File: config.mk
export PLATFORM = sky130hd
export DESIGN_NAME = axis_burst_buffer
export DESIGN_NICKNAME = d
export VERILOG_FILES = /design/src/rtl/axis_pipe_pkg.sv /design/src/rtl/circ_buffer_ram.sv /design/src/rtl/axis_burst_buffer.sv
export SDC_FILE = /design/constraint.sdc
export NUM_CORES = 1
export LEC_CHECK = 0
export BUFFER_PORTS_ARGS = -buffer_cell sky130_fd_sc_hd__buf_4
export CAP_MARGIN = 20
export CELL_PAD_IN_SITES_DETAIL_PLACEMENT = 0
export CELL_PAD_IN_SITES_GLOBAL_PLACEMENT = 2
export CORE_AREA = 2 2 226 228
export DETAILED_ROUTE_END_ITERATION = 8
export DIE_AREA = 0 0 228 230
export PLACE_DENSITY = 0.77
export SETUP_SLACK_MARGIN = 0.1
export SLEW_MARGIN = 10
export SYNTH_ARGS = -nofsm -noshare
export SYNTH_HDL_FRONTEND = slang
export SYNTH_HIERARCHICAL = 1
export SYNTH_SLANG_ARGS = --single-unit
File: constraint.sdc
create_clock -name clk -period 9.85 [get_ports clk]
set_input_delay 2.4625 -clock clk [delete_from_list [all_inputs] [get_ports clk]]
set_output_delay 2.4625 -clock clk [all_outputs]
set_load 0.03 [all_outputs]
File: src/rtl/axis_pipe_pkg.sv
// axis_pipe_pkg: shared constants and types for the AXIS burst pipeline
package axis_pipe_pkg;
  localparam int DATA_WIDTH_DEF = 32;
  typedef enum logic {COLLECT, RELEASE} burst_state_t;
  function automatic int addr_width(input int n);
    return n > 1 ? $clog2(n) : 1;
  endfunction
endpackage

File: src/rtl/circ_buffer_ram.sv
// circ_buffer_ram: simple dual-port memory with a registered, resettable read port
module circ_buffer_ram #(
  parameter int DW = 32,
  parameter int DEPTH = 16,
  parameter int AW = 4
) (
  input  logic          clk,
  input  logic          rst,
  input  logic          we,
  input  logic [AW-1:0] waddr,
  input  logic [DW-1:0] wdata,
  input  logic          re,
  input  logic [AW-1:0] raddr,
  output logic [DW-1:0] rdata
);
  logic [DW-1:0] mem [DEPTH];
  always_ff @(posedge clk) begin
    if (we) mem[waddr] <= wdata;
  end
  always_ff @(posedge clk) begin
    if (rst) rdata <= '0;
    else if (re) rdata <= mem[raddr];
  end
endmodule

File: src/rtl/axis_burst_buffer.sv
// axis_burst_buffer: AXIS slave buffer that releases words to a FIFO read port in bursts
module axis_burst_buffer
  import axis_pipe_pkg::*;
#(
  parameter int DATA_WIDTH = DATA_WIDTH_DEF,
  parameter int DEPTH = 16,
  parameter int THRESHOLD = 4
) (
  input  logic                        clk,
  input  logic                        rst,
  input  logic [DATA_WIDTH-1:0]       s_axis_tdata,
  input  logic                        s_axis_tvalid,
  input  logic                        s_axis_tlast,
  output logic                        s_axis_tready,
  input  logic                        rd_en,
  output logic [DATA_WIDTH-1:0]       dout,
  output logic                        dout_valid,
  output logic                        data_ready,
  output logic                        empty,
  output logic                        full,
  output logic [addr_width(DEPTH):0]  count
);
  localparam int AW = addr_width(DEPTH);
  localparam int CW = AW + 1;
  localparam logic [CW-1:0] THR = CW'(THRESHOLD);
  logic [AW-1:0] wr_ptr, rd_ptr;
  logic [CW-1:0] burst_left, count_next;
  logic flush_pending, wr_acc, rd_acc;
  burst_state_t state;
  assign full = count == CW'(DEPTH);
  assign empty = count == '0;
  assign s_axis_tready = !full;
  assign wr_acc = s_axis_tvalid && s_axis_tready;
  assign rd_acc = rd_en && data_ready && !empty;
  assign count_next = count + CW'(wr_acc) - CW'(rd_acc);
  circ_buffer_ram #(.DW(DATA_WIDTH), .DEPTH(DEPTH), .AW(AW)) u_ram (
    .clk(clk),
    .rst(rst),
    .we(wr_acc),
    .waddr(wr_ptr),
    .wdata(s_axis_tdata),
    .re(rd_acc),
    .raddr(rd_ptr),
    .rdata(dout)
  );
  // Pointers wrap naturally because DEPTH is a power of two
  always_ff @(posedge clk) begin
    if (rst) begin
      wr_ptr <= '0;
      rd_ptr <= '0;
      count <= '0;
      burst_left <= '0;
      flush_pending <= 1'b0;
      state <= COLLECT;
      data_ready <= 1'b0;
      dout_valid <= 1'b0;
    end else begin
      if (wr_acc) wr_ptr <= wr_ptr + AW'(1);
      if (rd_acc) rd_ptr <= rd_ptr + AW'(1);
      count <= count_next;
      dout_valid <= rd_acc;
      flush_pending <= (wr_acc && s_axis_tlast) || (flush_pending && count_next != '0);
      if (state == COLLECT) begin
        if (count >= THR || (flush_pending && !empty)) begin
          state <= RELEASE;
          data_ready <= 1'b1;
          burst_left <= count < THR ? count : THR;
        end
      end else if (rd_acc) begin
        burst_left <= burst_left - CW'(1);
        if (burst_left == CW'(1)) begin
          state <= COLLECT;
          data_ready <= 1'b0;
        end
      end
    end
  end
endmodule

==> results of run 1 <==
power by group through the flow:
| stage | Combinational, mW | Clock [mW] | Sequential, mW |
|---|---|---|---|
| 3_3_place_gp | 0.674 | 0 | 2.85 |
| 6_report | 0.668 | 2.17 | 2.80 |
| 5_1_grt | 0.731 | 2.31 | 2.81 |
| 2_1_floorplan | 0.366 | 0 | 2.89 |
| 3_5_place_dp | 0.676 | 0 | 2.85 |
| 4_1_cts | 0.679 | 2.21 | 2.80 |
worst register-to-register path: stages (launching register included):
cell	delay, ns
dfxtp_1	0.41
inv_1	0.09
ha_1	0.20
or4bb_1	0.33
nand2_1	0.21
inv_1	0.17
or3b_2	0.58
nor2_4	0.53
buf_4	0.43
state kept, by name, indices dropped and copies added (netlist names), 4 cells and up:
register / count
rd_ptr: 4
u_ram/rdata: 32
burst_left: 5
count: 5
wr_ptr: 4
u_ram/mem: 512
cell usage after synthesis (3+ instances only):
cell      count
edfxtp_1    512
mux2i_1     256
nand2_1     105
nand3_1     105
a22oi_1      65
a21oi_1      64
dfxtp_1      54
nor2_1       25
buf_6        17
clkbuf_1     17
buf_2        16
inv_1        14
ha_1         11
a21oi_2      10
buf_4        10
nor3_1        6
a31oi_1       5
buf_12        5
nor2b_1       5
xnor2_1       5
xor2_1        5
nand2b_1      4
and2_1        3
nand3b_1      3
routing by layer:
metal  vias to the layer above  share of wire, %  track usage (%)
met4                         0               2.3             5.92
met5                         -                 0                0
li1                       5409                 -                -
met3                        71               4.1             2.90
met2                       260                49             31.7
met1                      5981                45             25.2
path summary, 6_finish.rpt:
kind | start | end | slack [ns] | cells after the start
hold / removal | u_ram/rdata[18]$_SDFFE_PP0P_ | u_ram/rdata[18]$_SDFFE_PP0P_ | 0.45 | 2
setup reg to reg | count[2]$_SDFF_PP0_ | u_ram/mem[2][1]$_DFFE_PP_ | 6.55 | 8
hold reg to reg | u_ram/rdata[18]$_SDFFE_PP0P_ | u_ram/rdata[18]$_SDFFE_PP0P_ | 0.45 | 2
setup / recovery | count[2]$_SDFF_PP0_ | empty | 5.26 | 5
metrics by stage:
stage / util [%] / power (mW)
2_1_floorplan: - / 3.26
4_1_cts: 50.7 / 5.69
3_3_place_gp: 46.9 / 3.52
5_1_grt: 50.7 / 5.85
6_report: 50.7 / 5.64
3_5_place_dp: 46.9 / 3.53
final cells by class:
class | count | share of cell area (%)
Antenna cell | 1 | 0.00989
Clock buffer | 86 | 6.59
Clock inverter | 22 | 0.935
Inverter | 15 | 0.223
Multi-Input combinational cell | 706 | 20.7
Sequential cell | 566 | 65.0
Tap cell | 672 | 3.32
Timing Repair Buffer | 104 | 3.13
cell families after synthesis:
kind of cell,Yosys count
flip-flops,566
AND/OR/NAND/NOR,272
multiplexers,256
AO/OA/AOI/OAI,156
buffers and inverters,86
adder cells (fa/ha/maj),12
XOR/XNOR,10
==> run_results.csv, run 1 <==
group,metric,value,unit
status,status,"finished clean",
clock_tree,hold_buffers,0,
sta,max_slew.worst_pin.slew,1.10,ns
worst_setup_path,crit_chain,"inv_1 -> ha_1 -> or4b_1 -> inv_1 -> buf_4",
route,firstDrtPassIters,5,
logic_synthesis,yosys-mux-area-fraction,11.6,%
die,io_pins,79,
logic_synthesis,ys_async_sr_fraction,0,%
power_and_ir_drop,pwr-share-seq,49.6,%
worst_setup_path,critical_path_class,"flip-flop to output pin",
logic_synthesis,avgSynthCellArea,16.3,um^2
global_routing,grt_use_total,18.8,%
clock_tree,htree_levels,2,
global_routing,grt_max_degree,131,
route,via_per_inst,5.40,
final_layout,drive_above_1_share,15.3,%
clock_tree,cts_tree,"done",
worst_setup_path,crit_path_max_fanout,7,
global_routing,grt_pass1_vias,12000,
clock_tree,cts_resized,0,
logic_synthesis,synthCells,1358,
logic_synthesis,ys_types,50,
sta,post-route-period-util,46.6,%
hold_path,hp-class,"flip-flop to flip-flop",
global_routing,grt_pass1_wl,74300,um
logic_synthesis,synth_top_area_share,69.3,%
final_layout,syn_to_final_growth,14.1,%
die,die_w,228,um
worst_setup_path,crit_family,"simple AND/OR/NAND/NOR gates",
sta,fin_skew,0.0187,ns
place,hpwl,24600,um
die,core_area,49900,um^2
place,port_buffers,78,
logic_synthesis,synth_nets,1407,
worst_setup_path,start_kind,"flip-flop",
worst_setup_path,crit_arrival,2.12,ns
sta,whs,0.451,ns
route,drt.antenna.violating_nets,0,
power_and_ir_drop,power_switching,1.39,mW
sta,final-setup-viol-count,0,
place,dp_cells,2063,
clock_tree,insertion_delay,0.61,ns
die,start_util,44.5,%
sta,drv_slew,0,
worst_setup_path,crit_path_end_kind,"output pin",
route,avgRoutedWirePerCell,22.7,um
logic_synthesis,synth-main-ff-cell,"edfxtp_1",
worst_setup_path,worstPathRequired,7.39,ns
final_layout,fill_cells,4229,
sta,max_freq,218,MHz
sta,fin_crit,4.59,ns
logic_synthesis,synth-xor-area-share,0.395,%
clock_tree,clk_path_buf_depth,3,
sta,finalSetupTns,0,ns
sta,rsz0062_at_grt,"no",
logic_synthesis,ys_ff_latch,566,
power_and_ir_drop,power_frac_clock,38.5,%
worst_setup_path,critPathMaxStageDelay,0.59,ns
power_and_ir_drop,ir_drop,0.138,mV
route,vias,11700,
place,dpl_cell_area,23400,um^2
clock_tree,numCtsBuffers,58,
clock_tree,postCtsSetupBuffers,0,
die,row_count,82,
final_layout,ff_latch_area,16500,um^2
logic_synthesis,synth_fa_ha_area_share,0.711,%
final_layout,multiInputGateArea,5250,um^2
place,globalplace.congestion,0.762,
worst_setup_path,critPathSlowestCell,"or4b_1",
power_and_ir_drop,p_int,4.25,mW
final_layout,fin_area,25300,um^2
logic_synthesis,synth-simple-area-share,5.72,%
die,die-area,52400,um^2
die,die_h,230,um
run,drv_cap,0,
final_layout,layout_commonest_cell,"edfxtp_1",
worst_setup_path,crit_buf_inv,3,
logic_synthesis,ys_seq_area_share,74.2,%
worst_setup_path,crit_top_cell,"inv_1",
sta,finalHoldViolCount,0,
power_and_ir_drop,power_density,223,nW/um^2
global_routing,overflow,0,
power_and_ir_drop,leakagePower,8.02,nW
logic_synthesis,synth_compound_area_share,4.65,%
power_and_ir_drop,pwr-share-comb,11.8,%
route,route.detailed.drc,0,
clock_tree,clkTransAtPathRegs,0.06,ns
logic_synthesis,netlist_area,22200,um^2
final_layout,layout_common_cells,"edfxtp_1 (512), mux2i_1 (256), nand2_1 (105), nand3_1 (105), buf_4 (103)",
clock_tree,cts-root-buf,"clkbuf_16",
logic_synthesis,post-synth-top-area-cell,"edfxtp_1",
place,dp_slack,5.02,ns
power_and_ir_drop,switching_share,24.6,%
global_routing,antenna_found_initial,1,
clock_tree,cts.sinks,566,
final_layout,final_nets,1500,
route,wirelength,49400,um
sta,maxSlewHeadroom,26.9,%
logic_synthesis,synth_top_family_by_area,"multiplexers",
logic_synthesis,synth_edf_count,512,
logic_synthesis,synth_area_leaders,"edfxtp_1 (69%), mux2i_1 (12%), dfxtp_1 (4.9%)",
logic_synthesis,yosys_warnings,6,
route,dr.first_iter.drc_count,814,
final_layout,layout.cells.non_filler,2172,
sta,layout_setup_ws,5.26,ns
(Power assumes the default switching activity.)
==> run 2: changes to the inputs <==
--- a/config.mk
+++ b/config.mk
@@ -5,14 +5,15 @@
 export SDC_FILE = /design/constraint.sdc
 export NUM_CORES = 1
 export LEC_CHECK = 0
+export ABC_AREA = 1
 export BUFFER_PORTS_ARGS = -buffer_cell sky130_fd_sc_hd__buf_4
 export CAP_MARGIN = 20
 export CELL_PAD_IN_SITES_DETAIL_PLACEMENT = 0
 export CELL_PAD_IN_SITES_GLOBAL_PLACEMENT = 2
-export CORE_AREA = 2 2 226 228
+export CORE_AREA = 2 2 250 252
 export DETAILED_ROUTE_END_ITERATION = 8
-export DIE_AREA = 0 0 228 230
-export PLACE_DENSITY = 0.77
+export DIE_AREA = 0 0 252 254
+export PLACE_DENSITY = 0.76
 export SETUP_SLACK_MARGIN = 0.1
 export SLEW_MARGIN = 10
 export SYNTH_ARGS = -nofsm -noshare
==> constraint.sdc (replaced) <==
create_clock -name clk -period 4.2 [get_ports clk]
set_input_delay 1.05 -clock clk [delete_from_list [all_inputs] [get_ports clk]]
set_output_delay 1.05 -clock clk [all_outputs]
set_load 0.03 [all_outputs]
==> run_results.csv, run 2 <==
group,metric,value,unit
sta,finalSetupTns,0,ns
sta,maxSlewHeadroom,18.4,%
worst_setup_path,worstRegToRegCells,8,
die,die_h,254,um
route,drt.antenna.violating_nets,0,
place,globalplace.congestion,0.747,
final_layout,top_regs,"u_ram/mem x512, u_ram/rdata x32",
clock_tree,cts_resized,0,
worst_setup_path,critical_path_class,"flip-flop to flip-flop",
place,port_buffers,78,
worst_setup_path,critPathMaxStageDelay,0.66,ns
logic_synthesis,ys_ff_latch,566,
power_and_ir_drop,ir_drop,0.316,mV
clock_tree,htree_levels,2,
worst_setup_path,crit_arrival,3.18,ns
logic_synthesis,synth_nets,2100,
power_and_ir_drop,power_frac_clock,34.5,%
power_and_ir_drop,p_int,10.3,mW
global_routing,grt_pass1_vias,14500,
sta,max_freq,346,MHz
final_layout,syn_to_final_growth,13.6,%
route,dr.first_iter.drc_count,1142,
die,row_count,91,
status,status,"finished clean",
worst_setup_path,worstPathRequired,4.49,ns
clock_tree,cts-root-buf,"clkbuf_16",
logic_synthesis,synth_top_area_share,66.4,%
final_layout,layout_common_cells,"nand2_1 (705), edfxtp_1 (512), nand3_1 (433)",
die,start_util,37.8,%
final_layout,final_nets,2159,
route,avgRoutedWirePerCell,20.5,um
route,vias,15000,
sta,drv_slew,0,
worst_setup_path,crit_family,"simple AND/OR/NAND/NOR gates",
logic_synthesis,synthCells,2051,
worst_setup_path,r2r-end,"u_ram/mem[4][20]$_DFFE_PP_",
place,dpl_cell_area,24400,um^2
worst_setup_path,r2r_setup_slack,1.31,ns
die,die_w,252,um
die,die-area,64000,um^2
logic_synthesis,ys_types,29,
sta,finalHoldViolCount,0,
run,drv_cap,0,
power_and_ir_drop,pwr-share-seq,44.2,%
global_routing,grt_pass1_wl,91200,um
logic_synthesis,synth_area_leaders,"edfxtp_1 (66%), nand2_1 (11%), nand3_1 (9.4%)",
global_routing,overflow,0,
power_and_ir_drop,switching_share,30.7,%
sta,post-route-period-util,68.7,%
logic_synthesis,synth_edf_count,512,
route,route.detailed.drc,0,
clock_tree,insertion_delay,0.63,ns
power_and_ir_drop,leakagePower,9.79,nW
logic_synthesis,synth-main-ff-cell,"edfxtp_1",
sta,max_slew.worst_pin.slew,1.22,ns
final_layout,drive_above_1_share,11.1,%
hold_path,hold_path_end,"flush_pending$_SDFF_PP0_",
clock_tree,cts.sinks,566,
logic_synthesis,synth_common_cells,"nand2_1 (705), edfxtp_1 (512), nand3_1 (433), nor2_1 (106), inv_1 (65)",
final_layout,largest-register,"u_ram/mem",
sta,rsz0062_at_grt,"no",
sta,final-setup-viol-count,0,
clock_tree,clk_path_buf_depth,3,
clock_tree,hold_buffers,0,
logic_synthesis,ys_async_sr_fraction,0,%
power_and_ir_drop,power_density,566,nW/um^2
logic_synthesis,post-synth-top-area-cell,"edfxtp_1",
worst_setup_path,start_kind,"flip-flop",
route,firstDrtPassIters,5,
worst_setup_path,critPathSlowestCell,"nor2_4",
worst_setup_path,crit_chain,"inv_1 -> ha_1 -> nand3_1 -> nand2_2 -> inv_2 -> nand3b_1 -> nor2_4 -> buf_4",
worst_setup_path,crit_buf_inv,3,
sta,fin_skew,0.0304,ns
die,io_pins,79,
clock_tree,cts_tree,"done",
route,wirelength,60600,um
hold_path,hp-class,"flip-flop to flip-flop",
die,core_area,61300,um^2
logic_synthesis,yosysMostFrequentCell,"nand2_1",
sta,fin_crit,2.89,ns
hold_path,min_path_cells,2,
logic_synthesis,yosys_warnings,6,
hold_path,hp-start,"flush_pending$_SDFF_PP0_",
worst_setup_path,crit_path_max_fanout,17,
final_layout,fin_area,26300,um^2
logic_synthesis,avgSynthCellArea,11.3,um^2
clock_tree,clkTransAtPathRegs,0.06,ns
place,hpwl,34400,um
clock_tree,numCtsBuffers,60,
logic_synthesis,netlist_area,23100,um^2
final_layout,fill_cells,5741,
worst_setup_path,crit_path_end_kind,"flip-flop",
power_and_ir_drop,pwr-share-comb,21.3,%
worst_setup_path,reg2reg_from,"count[2]$_SDFF_PP0_",
global_routing,grt_max_degree,190,
route,via_per_inst,5.07,
power_and_ir_drop,power_switching,4.57,mW
clock_tree,postCtsSetupBuffers,0,
final_layout,layout_commonest_cell,"nand2_1",
global_routing,grt_use_total,19.0,%
final_layout,largest_reg_flops,512,
logic_synthesis,ys_seq_area_share,71.1,%
global_routing,antenna_found_initial,1,
final_layout,final_util,42.9,%
## run 2: changes by cell type in the layout (fill, tap and decap cells not counted), sizes merged, moves of 57 or more
cell / before / now
inv: 16 / 73
a21oi: 74 / 15
mux2i: 256 / 0
nand2: 105 / 709
nor2: 26 / 107
nand3: 105 / 434
a22oi: 65 / 0
## run 2: through the flow
stage | hold WS, ns | power (mW) | setup WS, ns | cells
after floorplan | 0.437 | 8.97 | 0.824 | 2051
after global placement | 0.480 | 9.88 | 1.11 | 2838
after detailed placement | 0.467 | 9.91 | 1.04 | 2838
after CTS | 0.476 | 15.0 | 1.30 | 2952
after global routing | 0.498 | 15.7 | 1.09 | 2952
final | 0.472 | 14.9 | 1.31 | 2954
## run 2: power groups by stage
stage	logic, mW	clock network (mW)	registers [mW]
after floorplan	2.11	0	6.86
after CTS	3.22	5.25	6.58
after global placement	3.19	0	6.69
after global routing	3.56	5.48	6.61
final	3.18	5.13	6.57
after detailed placement	3.21	0	6.70
## run 2: worst max-delay path by stage
stage	endpoint	slack (ns)	depth (start not counted)	start
6_report	u_ram/mem[4][20]$_DFFE_PP_	1.31	8	count[2]$_SDFF_PP0_
5_1_grt	u_ram/mem[11][25]$_DFFE_PP_	1.09	8	count[2]$_SDFF_PP0_
4_1_cts	u_ram/mem[4][19]$_DFFE_PP_	1.30	8	count[2]$_SDFF_PP0_
3_5_place_dp	u_ram/mem[4][23]$_DFFE_PP_	1.04	6	s_axis_tvalid
3_3_place_gp	u_ram/mem[5][11]$_DFFE_PP_	1.11	6	s_axis_tvalid
2_1_floorplan	u_ram/mem[4][0]$_DFFE_PP_	0.82	7	count[2]$_SDFF_PP0_
## run 2: kinds of logic after synthesis
group / count (synthesis) / share of synthesized area [%]
fa+ha+maj: 12 / 0.681
buf+inv: 187 / 4.63
flops: 566 / 71.1
simple gates: 1257 / 22.9
xor+xnor: 3 / 0.114
compound gates: 26 / 0.562
## run 2: final cells by class
class                   instances  area (um^2)  share of cell area (%)
clock inverters                42          339                    1.29
repair buffers                115          926                    3.52
multi-input cells            1298         5740                    21.8
diodes                          2         5.00                  0.0190
well taps                     790          988                    3.76
inverters                      69          269                    1.02
flip-flops and latches        566        16500                    62.6
clock buffers                  72         1570                    5.96
## run 2: worst register-to-register path, cell delays in order, from the launching register on
cell and delay, ns:
dfxtp_1 0.40, inv_1 0.09, ha_1 0.23, nand3_1 0.14, nand2_2 0.14, inv_2 0.17, nand3b_1 0.32, nor2_4 0.66
buf_4 0.40
## run 2: layer usage
| metal | up-vias | wire length, um | global-route usage (%) |
|---|---|---|---|
| li1 | 7172 | - | - |
| met1 | 7387 | 27800 | 27.2 |
| met2 | 331 | 28400 | 30.7 |
| met3 | 83 | 3110 | 2.44 |
| met4 | 0 | 1270 | 4.82 |
| met5 | - | 0 | 0 |
==> run 3: changes to the inputs <==
--- a/config.mk
+++ b/config.mk
@@ -10,10 +10,10 @@
 export CAP_MARGIN = 20
 export CELL_PAD_IN_SITES_DETAIL_PLACEMENT = 0
 export CELL_PAD_IN_SITES_GLOBAL_PLACEMENT = 2
-export CORE_AREA = 2 2 250 252
+export CORE_AREA = 2 2 238 240
 export DETAILED_ROUTE_END_ITERATION = 8
-export DIE_AREA = 0 0 252 254
-export PLACE_DENSITY = 0.76
+export DIE_AREA = 0 0 240 242
+export PLACE_DENSITY = 0.79
 export SETUP_SLACK_MARGIN = 0.1
 export SLEW_MARGIN = 10
 export SYNTH_ARGS = -nofsm -noshare
==> constraint.sdc (replaced) <==
create_clock -name clk -period 2.9 [get_ports clk]
set_input_delay 0.725 -clock clk [delete_from_list [all_inputs] [get_ports clk]]
set_output_delay 0.725 -clock clk [all_outputs]
set_load 0.03 [all_outputs]
==> run_results.csv, run 3 (synthesis results as in run 2) <==
group,metric,value,unit
hold_path,hp-start,"s_axis_tdata[12]",
clock_tree,insertion_delay,0.61,ns
place,hpwl,30600,um
worst_setup_path,crit_top_cell,"ha_1",
sta,fin_skew,0.0185,ns
global_routing,grt_max_degree,132,
die,row_count,87,
final_layout,final_nets,2176,
global_routing,grt_use_total,20.0,%
sta,max_slew.worst_pin.slew,0.941,ns
final_layout,top_regs,"u_ram/mem x512, u_ram/rdata x32",
worst_setup_path,crit_arrival,2.99,ns
worst_setup_path,start_kind,"flip-flop",
power_and_ir_drop,power_switching,6.36,mW
die,die-area,58100,um^2
route,dr.first_iter.drc_count,968,
sta,maxSlewHeadroom,37.3,%
sta,final-setup-viol-count,0,
power_and_ir_drop,leakagePower,9.92,nW
sta,whs,0.402,ns
power_and_ir_drop,power_density,809,nW/um^2
worst_setup_path,worstPathRequired,3.39,ns
final_layout,drive_above_1_share,11.2,%
power_and_ir_drop,ir_drop,0.442,mV
clock_tree,cts-root-buf,"clkbuf_16",
clock_tree,numCtsBuffers,60,
power_and_ir_drop,power_frac_clock,34.5,%
final_layout,fill_cells,5104,
status,status,"finished clean",
final_layout,layout_common_cells,"nand2_1 (705), edfxtp_1 (512), nand3_1 (433)",
die,start_util,41.5,%
place,port_buffers,78,
worst_setup_path,crit_path_end_kind,"flip-flop",
route,wirelength,57600,um
clock_tree,clk_path_buf_depth,3,
global_routing,grt_pass1_vias,14600,
worst_setup_path,critPathMaxStageDelay,0.41,ns
route,via_per_inst,5.10,
worst_setup_path,critical_path_class,"flip-flop to flip-flop",
final_layout,layout_commonest_cell,"nand2_1",
route,drt.antenna.violating_nets,0,
clock_tree,hold_buffers,0,
final_layout,largest_reg_flops,512,
worst_setup_path,reg2reg_from,"count[3]$_SDFF_PP0_",
power_and_ir_drop,p_int,15.2,mW
power_and_ir_drop,switching_share,29.5,%
die,die_w,240,um
global_routing,overflow,0,
global_routing,grt_pass1_wl,88200,um
route,avgRoutedWirePerCell,19.6,um
clock_tree,cts.sinks,566,
die,die_h,242,um
worst_setup_path,crit_path_max_fanout,6,
sta,layout_setup_ws,0.394,ns
sta,finalHoldViolCount,0,
clock_tree,clkTransAtPathRegs,0.06,ns
sta,post-route-period-util,86.4,%
worst_setup_path,critPathSlowestCell,"fa_1",
power_and_ir_drop,pwr-share-comb,21.0,%
sta,drv_slew,0,
route,route.detailed.drc,0,
sta,finalSetupTns,0,ns
final_layout,syn_to_final_growth,15.0,%
worst_setup_path,crit_start,"count[3]$_SDFF_PP0_",
sta,fin_crit,2.51,ns
power_and_ir_drop,pwr-share-seq,44.4,%
global_routing,antenna_found_initial,3,
sta,rsz0062_at_grt,"no",
sta,max_freq,399,MHz
route,vias,15000,
worst_setup_path,crit_chain,"inv_1 -> ha_1 -> nand3_1 -> nand2_2 -> ha_1 -> inv_1 -> ha_1 -> fa_1 -> xor2_1 -> nor2_1 -> nand3_1 -> nand2_1 -> a21oi_1",
clock_tree,htree_levels,2,
hold_path,hp-class,"primary input to flip-flop",
route,firstDrtPassIters,5,
die,core_area,55700,um^2
place,globalplace.congestion,0.763,
die,io_pins,79,
run,drv_cap,0,
clock_tree,cts_tree,"done",
final_layout,largest-register,"u_ram/mem",
place,dp_slack,0.227,ns
## run 3: metal layers
metal  global-route usage (%)  up-vias  routed length [um]
met3                     3.07       90                2670
met5                        0        -                   8
met2                     33.9      329               28200
met4                     5.68        2                1200
li1                         -     7204                   -
met1                     26.8     7353               25500
## run 3: final timing paths
check                                     end  slack, ns  cells past startpoint
hold reg to reg      flush_pending$_SDFF_PP0_       0.48                      2
setup reg to reg     flush_pending$_SDFF_PP0_       0.39                     13
setup / recovery     flush_pending$_SDFF_PP0_       0.39                     13
hold / removal    u_ram/mem[11][12]$_DFFE_PP_       0.40                      1
## run 3: power by group through the flow
stage / registers (mW) / clock network (mW) / logic (mW)
2_1_floorplan: 9.93 / 0 / 3.08
3_3_place_gp: 9.74 / 0 / 4.58
3_5_place_dp: 9.75 / 0 / 4.59
4_1_cts: 9.58 / 7.61 / 4.61
5_1_grt: 9.62 / 7.92 / 5.11
6_report: 9.58 / 7.44 / 4.53
## run 3: layout make-up
class                   instances  area (um^2)  area share, %
inverters                      69          269           1.01
multi-input cells            1298         5740           21.6
clock buffers                  89         1680           6.31
repair buffers                132         1290           4.85
flip-flops and latches        566        16500           61.8
clock inverters                22          228          0.855
diodes                          2         5.00         0.0188
well taps                     756          946           3.55
## run 3: stage by stage
step | area, um^2 | total power, mW | instances | util (%)
6_report | 26600 | 21.6 | 2934 | 47.8
5_1_grt | 26600 | 22.7 | 2933 | 47.8
4_1_cts | 26600 | 21.8 | 2932 | 47.8
3_5_place_dp | 24700 | 14.3 | 2821 | 44.3
3_3_place_gp | 24700 | 14.3 | 2821 | 44.3
2_1_floorplan | 23200 | 13.0 | 2051 | -
## run 3: critical path: cells and delay by family (launching register included)
kind                     cells  cell delay (ns)
buffers and inverters        2             0.13
AND/OR/NAND/NOR              5             0.52
flip-flops                   1             0.36
XOR/XNOR                     1             0.19
adder cells (fa/ha/maj)      4             1.11
AO/OA/AOI/OAI                1             0.05
## run 3: what timing repair did
item,CTS,global route
endpoints found under the setup margin,0,1
resized for setup,0,1
setup buffers,0,0
